### config.mk
export PLATFORM = sky130hd
export DESIGN_NAME = led_mode_scheduler_flat
export DESIGN_NICKNAME = d
export VERILOG_FILES = /design/src/rtl/led_mode_scheduler_if.sv /design/src/rtl/led_mode_scheduler.sv /design/src/flat_wrapper.sv
export SDC_FILE = /design/constraint.sdc
export NUM_CORES = 1
export LEC_CHECK = 0
export BUFFER_PORTS_ARGS = -buffer_cell sky130_fd_sc_hd__buf_2
export CORE_AREA = 2 2 176 92
export DETAILED_ROUTE_END_ITERATION = 10
export DIE_AREA = 0 0 178 94
export GPL_TIMING_DRIVEN = 0
export PLACE_DENSITY = 0.73
export SYNTH_ARGS = -nofsm -noshare
export SYNTH_HDL_FRONTEND = slang
export SYNTH_SLANG_ARGS = --single-unit
export TNS_END_PERCENT = 5
### constraint.sdc
create_clock -name sys_clk -period 4.95 [get_ports sys_clk]
set_clock_uncertainty 0.15 [all_clocks]
set_input_delay 1.2375 -clock sys_clk [delete_from_list [all_inputs] [get_ports sys_clk]]
set_output_delay 1.2375 -clock sys_clk [all_outputs]
set_load 0.02 [all_outputs]
### src/rtl/led_mode_scheduler_if.sv
// Button, sensor and PWM-driver command signals of the LED mode scheduler.
// The scheduler takes the slave side; the stimulus/button side takes master.
interface led_mode_scheduler_if;
  logic        btn_mode;
  logic        btn_up;
  logic        btn_down;
  logic [9:0]  distancia;
  logic [15:0] parametro;
  logic [3:0]  mode;
  logic [3:0]  parametromanual;
  logic [15:0] duty_cmd;
  logic        lamp_on;

  modport master (
    output btn_mode, btn_up, btn_down, distancia, parametro,
    input  mode, parametromanual, duty_cmd, lamp_on
  );

  modport slave (
    input  btn_mode, btn_up, btn_down, distancia, parametro,
    output mode, parametromanual, duty_cmd, lamp_on
  );
endinterface

### src/rtl/led_mode_scheduler.sv
// Front-end controller for the LED PWM driver: button debouncing, mode FSM,
// manual level, presence/hold-off timing and a per-tick soft brightness ramp.
module led_mode_scheduler #(
  parameter int TICK_DIV       = 50000,
  parameter int DEBOUNCE_TICKS = 20,
  parameter int HOLD_TICKS     = 5000,
  parameter int NEAR_CM        = 100,
  parameter int RAMP_STEP      = 5,
  parameter int DUTY_MAX       = 495
) (
  input logic sys_clk,
  input logic rst,
  led_mode_scheduler_if.slave bus
);

  localparam int TCW = (TICK_DIV > 1) ? $clog2(TICK_DIV) : 1;
  localparam int DBW = $clog2(DEBOUNCE_TICKS + 1);
  localparam int HCW = $clog2(HOLD_TICKS + 1);
  localparam logic [15:0] STEP16 = 16'(RAMP_STEP);
  localparam logic [15:0] MAX16  = 16'(DUTY_MAX);
  localparam logic [15:0] NEAR16 = 16'(NEAR_CM);

  typedef enum logic [1:0] {M_OFF, M_AUTO, M_MANUAL} mode_e;
  typedef enum logic [1:0] {P_IDLE, P_ACTIVE, P_HOLD} pres_e;

  function automatic logic [15:0] ramp_toward(input logic [15:0] cur,
                                              input logic [15:0] tgt);
    logic [15:0] r;
    r = cur;
    if (cur < tgt)
      r = ((tgt - cur) > STEP16) ? (cur + STEP16) : tgt;
    else if (cur > tgt)
      r = ((cur - tgt) > STEP16) ? (cur - STEP16) : tgt;
    return r;
  endfunction

  function automatic logic [15:0] auto_target(input logic [15:0] p);
    logic [15:0] r;
    if (p > 16'd4500) begin
      r = MAX16;
    end else begin
      r = p / 16'd10;
      if (r > MAX16) r = MAX16;
    end
    return r;
  endfunction

  // ---- timebase
  logic [TCW-1:0] tick_cnt;
  logic           tick;

  assign tick = (tick_cnt == TCW'(TICK_DIV - 1));

  always_ff @(posedge sys_clk or posedge rst) begin
    if (rst)       tick_cnt <= '0;
    else if (tick) tick_cnt <= '0;
    else           tick_cnt <= tick_cnt + 1'b1;
  end

  // ---- button synchronizers and debouncers: bit 0 mode, 1 up, 2 down
  logic [2:0]     btn_raw, sync1, sync2, acc, acc_q, press;
  logic [DBW-1:0] db_cnt [3];
  logic           ev_mode, ev_up, ev_down;

  assign btn_raw = {bus.btn_down, bus.btn_up, bus.btn_mode};

  always_ff @(posedge sys_clk or posedge rst) begin
    if (rst) begin
      sync1 <= '0;
      sync2 <= '0;
      acc   <= '0;
      acc_q <= '0;
      for (int i = 0; i < 3; i++) db_cnt[i] <= '0;
    end else begin
      sync1 <= btn_raw;
      sync2 <= sync1;
      acc_q <= acc;
      for (int i = 0; i < 3; i++) begin
        if (sync2[i] == acc[i]) begin
          db_cnt[i] <= '0;
        end else if (tick) begin
          if (db_cnt[i] == DBW'(DEBOUNCE_TICKS - 1)) begin
            acc[i]    <= sync2[i];
            db_cnt[i] <= '0;
          end else begin
            db_cnt[i] <= db_cnt[i] + 1'b1;
          end
        end
      end
    end
  end

  assign press   = acc & ~acc_q;
  assign ev_mode = press[0];
  assign ev_up   = press[1];
  assign ev_down = press[2];

  // ---- operating-mode FSM
  mode_e mode_q, mode_d;

  always_ff @(posedge sys_clk or posedge rst) begin
    if (rst) mode_q <= M_OFF;
    else     mode_q <= mode_d;
  end

  always_comb begin
    mode_d = mode_q;
    if (ev_mode) begin
      case (mode_q)
        M_OFF:   mode_d = M_AUTO;
        M_AUTO:  mode_d = M_MANUAL;
        default: mode_d = M_OFF;
      endcase
    end
  end

  always_comb begin
    case (mode_q)
      M_AUTO:   bus.mode = 4'b0001;
      M_MANUAL: bus.mode = 4'b0010;
      default:  bus.mode = 4'b0000;
    endcase
  end

  // A mode event in the same cycle as up/down wins; the level is left alone.
  logic [3:0] level_q;

  always_ff @(posedge sys_clk or posedge rst) begin
    if (rst) begin
      level_q <= 4'd5;
    end else if (mode_q == M_MANUAL && !ev_mode && (ev_up ^ ev_down)) begin
      if (ev_up && level_q != 4'd9)        level_q <= level_q + 4'd1;
      else if (ev_down && level_q != 4'd0) level_q <= level_q - 4'd1;
    end
  end

  assign bus.parametromanual = level_q;

  // ---- presence FSM with hold-off timer
  pres_e          pres_q, pres_d;
  logic [HCW-1:0] hold_q, hold_d;
  logic           near, lamp;

  assign near = ({6'd0, bus.distancia} < NEAR16);

  always_ff @(posedge sys_clk or posedge rst) begin
    if (rst) begin
      pres_q <= P_IDLE;
      hold_q <= '0;
    end else begin
      pres_q <= pres_d;
      hold_q <= hold_d;
    end
  end

  always_comb begin
    pres_d = pres_q;
    hold_d = hold_q;
    case (pres_q)
      P_IDLE:   if (near) pres_d = P_ACTIVE;
      P_ACTIVE: if (!near) begin
                  pres_d = P_HOLD;
                  hold_d = '0;
                end
      P_HOLD:   if (near) begin
                  pres_d = P_ACTIVE;
                end else if (tick) begin
                  if (hold_q == HCW'(HOLD_TICKS - 1)) pres_d = P_IDLE;
                  else                                hold_d = hold_q + 1'b1;
                end
      default:  pres_d = P_IDLE;
    endcase
  end

  always_comb begin
    lamp = (pres_q != P_IDLE);
    bus.lamp_on = lamp;
  end

  // ---- p1: target duty, p2: ramped duty command
  logic [15:0] target_p1, duty_p2;

  always_ff @(posedge sys_clk or posedge rst) begin
    if (rst) begin
      target_p1 <= '0;
      duty_p2   <= '0;
    end else begin
      if (!lamp || mode_q == M_OFF)
        target_p1 <= '0;
      else if (mode_q == M_MANUAL)
        target_p1 <= {12'd0, level_q} * 16'd55;
      else
        target_p1 <= auto_target(bus.parametro);
      if (tick) duty_p2 <= ramp_toward(duty_p2, target_p1);
    end
  end

  assign bus.duty_cmd = duty_p2;

endmodule

### src/flat_wrapper.sv
// flat-port wrapper written by rule: the top's interface ports become plain ports
module led_mode_scheduler_flat 
#(
  parameter int TICK_DIV       = 50000,
  parameter int DEBOUNCE_TICKS = 20,
  parameter int HOLD_TICKS     = 5000,
  parameter int NEAR_CM        = 100,
  parameter int RAMP_STEP      = 5,
  parameter int DUTY_MAX       = 495
)
  (sys_clk, rst, bus_btn_mode, bus_btn_up, bus_btn_down, bus_distancia, bus_parametro, bus_mode, bus_parametromanual, bus_duty_cmd, bus_lamp_on);
  led_mode_scheduler_if bus_i ();
  input logic sys_clk;
  input logic rst;
  input wire logic [$bits(bus_i.btn_mode)-1:0] bus_btn_mode;
  input wire logic [$bits(bus_i.btn_up)-1:0] bus_btn_up;
  input wire logic [$bits(bus_i.btn_down)-1:0] bus_btn_down;
  input wire logic [$bits(bus_i.distancia)-1:0] bus_distancia;
  input wire logic [$bits(bus_i.parametro)-1:0] bus_parametro;
  output wire logic [$bits(bus_i.mode)-1:0] bus_mode;
  output wire logic [$bits(bus_i.parametromanual)-1:0] bus_parametromanual;
  output wire logic [$bits(bus_i.duty_cmd)-1:0] bus_duty_cmd;
  output wire logic [$bits(bus_i.lamp_on)-1:0] bus_lamp_on;
  assign bus_i.btn_mode = bus_btn_mode;
  assign bus_i.btn_up = bus_btn_up;
  assign bus_i.btn_down = bus_btn_down;
  assign bus_i.distancia = bus_distancia;
  assign bus_i.parametro = bus_parametro;
  assign bus_mode = bus_i.mode;
  assign bus_parametromanual = bus_i.parametromanual;
  assign bus_duty_cmd = bus_i.duty_cmd;
  assign bus_lamp_on = bus_i.lamp_on;
  led_mode_scheduler #(.TICK_DIV(TICK_DIV), .DEBOUNCE_TICKS(DEBOUNCE_TICKS), .HOLD_TICKS(HOLD_TICKS), .NEAR_CM(NEAR_CM), .RAMP_STEP(RAMP_STEP), .DUTY_MAX(DUTY_MAX)) u_core (.sys_clk(sys_clk), .rst(rst), .bus(bus_i));
endmodule
* After elaboration in Yosys (flattened, before gate mapping) *
Index checks and enable logic that the tools add are counted.
Widths: inputs -> output; s select.

word-level totals
  input port bits = 31
  register bits = 96
  output and inout bits = 25

operators by class
  $lt $le $gt $ge = 7
  reductions and logical operators = 24
  $add $sub $neg = 11
  div/mod/pow operators = 1
  bitwise logic cells = 6
  equality and inequality tests = 20
  $mul = 1
  multiplexer cells = 33

operators with widths
  kind                   number
  $mux 16                9
  $mux 13                4
  $mux 5                 9
  $gt 16x3->1 const B    2
  $sub 16x16->16         2
  $pmux 13 s2            1
  $add 16x1->16 const B  1
  $add 16x3->16 const B  1
  $div 16x4->16 const B  1
  $eq 16x16->1 const B   1
  $gt 16x13->1 const B   1
  $gt 16x16->1           1
  $gt 16x9->1 const B    1
  $lt 16x16->1           1
  $sub 16x3->16 const B  1
  $add 5x1->5 const B    3
  $eq 5x5->1 const B     3
  $reduce_bool 2->1      7
  $add 13x1->13 const B  1
  $eq 13x13->1 const B   1
  $lt 10x7->1 const B    1
  $mul 4x6->10 const B   1
  $mux 2                 5
  $reduce_and 3->1       3
  24 further kinds       42

* Depth between registers and ports, before layout *
  depth in word-level cells = 6
  depth in mapped cells = 21
  mapped depth without buffers = 19

* Least setup slack after synthesis *
No wires, ideal clock.

  kind = input to register
  start point = input port bus_parametro[12]
  end point = register u_core.target_p1[0]
  arrival = 4940 ps
  setup slack = -282 ps
  path buffers = 1
  cell stages on the path = 17
  path through = and2b_1 xnor2_1 o311ai_2 mux2_1 a222oi_1 and2_1 buf_6 xnor2_2 a22o_1 a22o_1 a211oi_4 nor2_2 mux2_2 a211o_1 o211ai_2 maj3_2 o311ai_2

between the ends
  cells in the longest elaborated chain, start to end = 6

ends and longest elaborated chain
  element               RTL line                   text
  from (decl)           flat_wrapper.sv:19         input wire logic [$bits(bus_i.parametro)-1:0] bus_parametro;
  $div 16x4->16         led_mode_scheduler.sv:42   r = p / 16'd10;
  $gt 16x9->1           led_mode_scheduler.sv:43   if (r > MAX16) r = MAX16;
  $mux 16               led_mode_scheduler.sv:43
  $mux 16 (*)           led_mode_scheduler.sv:39   if (p > 16'd4500) begin
  $mux 16 (*)           led_mode_scheduler.sv:190  else if (mode_q == M_MANUAL)
  $mux 16 (*)           led_mode_scheduler.sv:188  if (!lamp || mode_q == M_OFF)
  to (signal assigned)  led_mode_scheduler.sv:191  target_p1 <= {12'd0, level_q} * 16'd55;
  to (signal assigned)  led_mode_scheduler.sv:193  target_p1 <= auto_target(bus.parametro);
  to (decl)             led_mode_scheduler.sv:181  logic [15:0] target_p1, duty_p2;

Mark *: on every way between the ends. The rest lies on a longest branch, timed or not.
A chain may end at the register's enable or synchronous reset.

* Worst setup path in the final report *
  start point = input port bus_parametro[13]
  end point = register u_core.target_p1[0]

Same word-level chain as after synthesis.

==> flow_metrics.env <==
export IMPL_reg2reg_depth=19
export IMPL_core_area_um2=15090
export IMPL_critical_path_max_stage_delay_ns=0.42
export IMPL_drv_cap=0
export IMPL_synth_cell_types=88
export IMPL_synth_seq_cells=93
export IMPL_cp_startpoint="bus_parametro[13]"
export IMPL_synth_common_cells="nor2_1 (97), dfrtp_1 (91), nand2_1 (85), o21ai_0 (79), inv_1 (74)"
export IMPL_clk_pin_slew_ns=0.07
export IMPL_hpwl_um=18020
export IMPL_worstSetupPathType="input port to register"
export IMPL_cp_slowest_cell="or3_4"
export IMPL_rsz0062_at_grt="yes"
export IMPL_gp_congestion=0.9411
export IMPL_drc=0
export IMPL_critPathLaunchType="input port"
export IMPL_ir_drop_mv=0.1677
export IMPL_dp_cells=1308
export IMPL_num_antenna_cells=0
export IMPL_fin_util=0.6607
export IMPL_clk_insertion_delay_late_ns=0.34
export IMPL_pre_cts_ws_ns=-1.063
export IMPL_synthTopCellsByArea="dfrtp_1 (27%), ha_1 (8.6%), o21ai_0 (4.7%)"
export IMPL_die_x_um=178
export IMPL_yosysMostFrequentCell="nor2_1"
export IMPL_synth_cells=1052
export IMPL_hp_class="register to register"
export IMPL_crit_path_cell_trace="buf_8, buf_4, nor2_1, a31oi_4, a221oi_1, or3_4, a222oi_1, buf_4, and2_4, buf_12, xnor2_4, a22o_4, a22o_4, a211oi_4, buf_6, nor4_1, a311o_1, a211o_1, o211ai_2, maj3_2, o311ai_2"
export IMPL_yosys_area_top_type="dfrtp_1"
export IMPL_synth_top_area_frac=0.2700
export IMPL_leakagePower_nw=4.445
export IMPL_r2r_slack_ns=0
export IMPL_hold_buffers=0
export IMPL_hold_viol=0
export IMPL_synth_seq_area_share=0.2762
export IMPL_grt_pass1_vias=7510
export IMPL_port_buffers=47
export IMPL_tritoncts="built"
export IMPL_synth_main_ff_cell="dfrtp_1"
export IMPL_nets=1235
export IMPL_violations="negative setup slack"
export IMPL_status="finished, violations left"
export IMPL_cts_buffer_depth=2
export IMPL_p_per_area_nw_per_um2=231.8
export IMPL_rows=32
export IMPL_ys_warnings_count=0
export IMPL_finalWirelength_um=24490
export IMPL_arrival_ns=5.23
export IMPL_setup_tns_ns=-0.5684
export IMPL_htree_levels=3
export IMPL_r2r_start="u_core.bus.duty_cmd[2]$_DFFE_PP0P_"
export IMPL_critical_path_endpoint="u_core.target_p1[0]$_DFF_PP0_"
export IMPL_die_h_um=94
export IMPL_avgSynthCellArea_um2=8.017
export IMPL_grt_pass1_wl_um=39490
export IMPL_synthArstFlopShare=1.000
export IMPL_post_route_period_util=1.045
export IMPL_drt_iter0_markers=831
export IMPL_antenna_found_initial=0
export IMPL_first_pass_iters=6
export IMPL_die_area_um2=16730
export IMPL_hold_ws_ns=0.1993
export IMPL_worstMarginPinSlew_ns=0.8149
export IMPL_cts_buffers=9
export IMPL_area_delta_synth_final_pct=18.25
export IMPL_setup_ws_ns=-0.2207
export IMPL_finalCriticalPeriod_ns=5.171
export IMPL_required_ns=5.01
export IMPL_cts_root_buf="clkbuf_16"
export IMPL_overflow=0
export IMPL_fillCellCount=1237
export IMPL_synth_area_um2=8434
export IMPL_vias=8365
export IMPL_grt_max_degree=68
export IMPL_stdcell_count=1348
export IMPL_initial_utilization=0.5588
export IMPL_setup_violations=4
export IMPL_reg2reg_to="u_core.bus.duty_cmd[8]$_DFFE_PP0P_"
export IMPL_finalMaxSlewViolations=0
export IMPL_clock_fmax_mhz=193.4
export IMPL_wl_per_cell_um=18.17
export IMPL_critPathCaptureType="register"
export IMPL_ant_nets=0
export IMPL_critPathMaxFanout=10
export IMPL_grt_usage=0.2997
export IMPL_layout_drive_gt1_share=0.1643
export IMPL_ioPinCount=56
export IMPL_cts_sinks=93
export IMPL_relSlewSlack=0.4517
export IMPL_synth_edff_count=0
export IMPL_via_per_inst=6.205
cells by family (layout without fill, tap and decap cells):
group,count (synthesis),in the layout,share of synthesized area
compound gates,306,306,0.2464
xor+xnor,63,63,0.06794
fa+ha+maj,68,68,0.1064
buf+inv,129,217,0.06052
flops,93,93,0.2762
mux,18,18,0.02344
other cells,1,5,0.0004446
simple gates,374,374,0.2187
state kept, by name (all words and copies together) (netlist names):
signal / cells
u_core.target_p1: 13
u_core.mode_q: 2
u_core.acc_q: 3
u_core.bus.parametromanual: 4
u_core.sync1: 3
u_core.pres_q: 2
u_core.bus.duty_cmd: 16
u_core.db_cnt: 15
u_core.tick_cnt: 16
u_core.acc: 3
u_core.sync2: 3
u_core.hold_q: 13
critical path: cells and delay by family:
| kind | cells | cell delay, ns |
|---|---|---|
| AO/OA/AOI/OAI | 10 | 2.16 |
| buffers and inverters | 5 | 0.78 |
| AND/OR/NAND/NOR | 4 | 0.71 |
| adder cells (fa/ha/maj) | 1 | 0.22 |
| XOR/XNOR | 1 | 0.09 |
where the power goes:
group	switching [mW]	leakage [nW]	internal (mW)
registers	0.0152	1.25	0.776
logic	0.464	3.04	0.327
clock network	0.323	0.149	0.405
total	0.803	4.45	1.51
worst min-delay path by stage:
stage | from | end | slack [ns] | depth (start not counted)
floorplan | u_core.sync1[0]$_DFF_PP0_ | u_core.sync2[0]$_DFF_PP0_ | 0.18 | 0
global placement | u_core.sync1[0]$_DFF_PP0_ | u_core.sync2[0]$_DFF_PP0_ | 0.18 | 0
detailed placement | u_core.sync1[1]$_DFF_PP0_ | u_core.sync2[1]$_DFF_PP0_ | 0.18 | 0
CTS | u_core.sync1[1]$_DFF_PP0_ | u_core.sync2[1]$_DFF_PP0_ | 0.20 | 0
global route | u_core.sync1[2]$_DFF_PP0_ | u_core.sync2[2]$_DFF_PP0_ | 0.21 | 0
finish | u_core.sync1[1]$_DFF_PP0_ | u_core.sync2[1]$_DFF_PP0_ | 0.20 | 0
cell type report:
class	count	area (um^2)	area share
multi-input cells	834	5978	0.5994
flip-flops and latches	93	2331	0.2337
repair buffers	73	515.5	0.05169
inverters	77	292.8	0.02936
plain buffers	51	282.8	0.02835
well taps	204	255.2	0.02559
clock buffers	9	225.2	0.02258
clock inverters	7	92.59	0.009284
stage by stage:
step / area (um^2) / total power, mW
final: 9973 / 2.311
after CTS: 9802 / 2.247
after floorplan: 8487 / 1.250
after detailed placement: 9007 / 1.401
after global placement: 8977 / 1.396
after global routing: 9973 / 2.423
what timing repair did:
| action | in CTS | in global routing |
|---|---|---|
| setup buffers | 21 | 4 |
| resized for setup | 73 | 38 |
| endpoints found under the setup margin | 20 | 20 |
| pin swaps | 22 | 18 |
per-layer routing:
| layer | GRT usage | vias to the layer above | wire length (um) |
|---|---|---|---|
| met3 | 0.08981 | 32 | 2912 |
| met2 | 0.4037 | 446 | 9424 |
| li1 | - | 3966 | - |
| met5 | 0 | - | 0 |
| met4 | 0.04713 | 0 | 242 |
| met1 | 0.4691 | 3921 | 11920 |
placed cells by master, fill, tap and decap left out, types with 9 or more instances in the layout:
cell       instances
nor2_1            94
dfrtp_1           90
nand2_1           83
inv_1             73
o21ai_0           73
a21oi_1           64
ha_1              58
buf_2             46
nor3_1            41
xnor2_1           36
clkbuf_1          33
nand3_1           32
buf_4             24
xor2_1            22
nor2b_1           19
a211oi_1          16
a21o_1            13
nand3b_1          12
mux2_2            12
and3_1            11
nor4_1            11
nand4_1           11
buf_6             11
a21boi_0          10
o211ai_1          10
o21a_1            10
clkbuf_16          9
(Power assumes the default switching activity.)
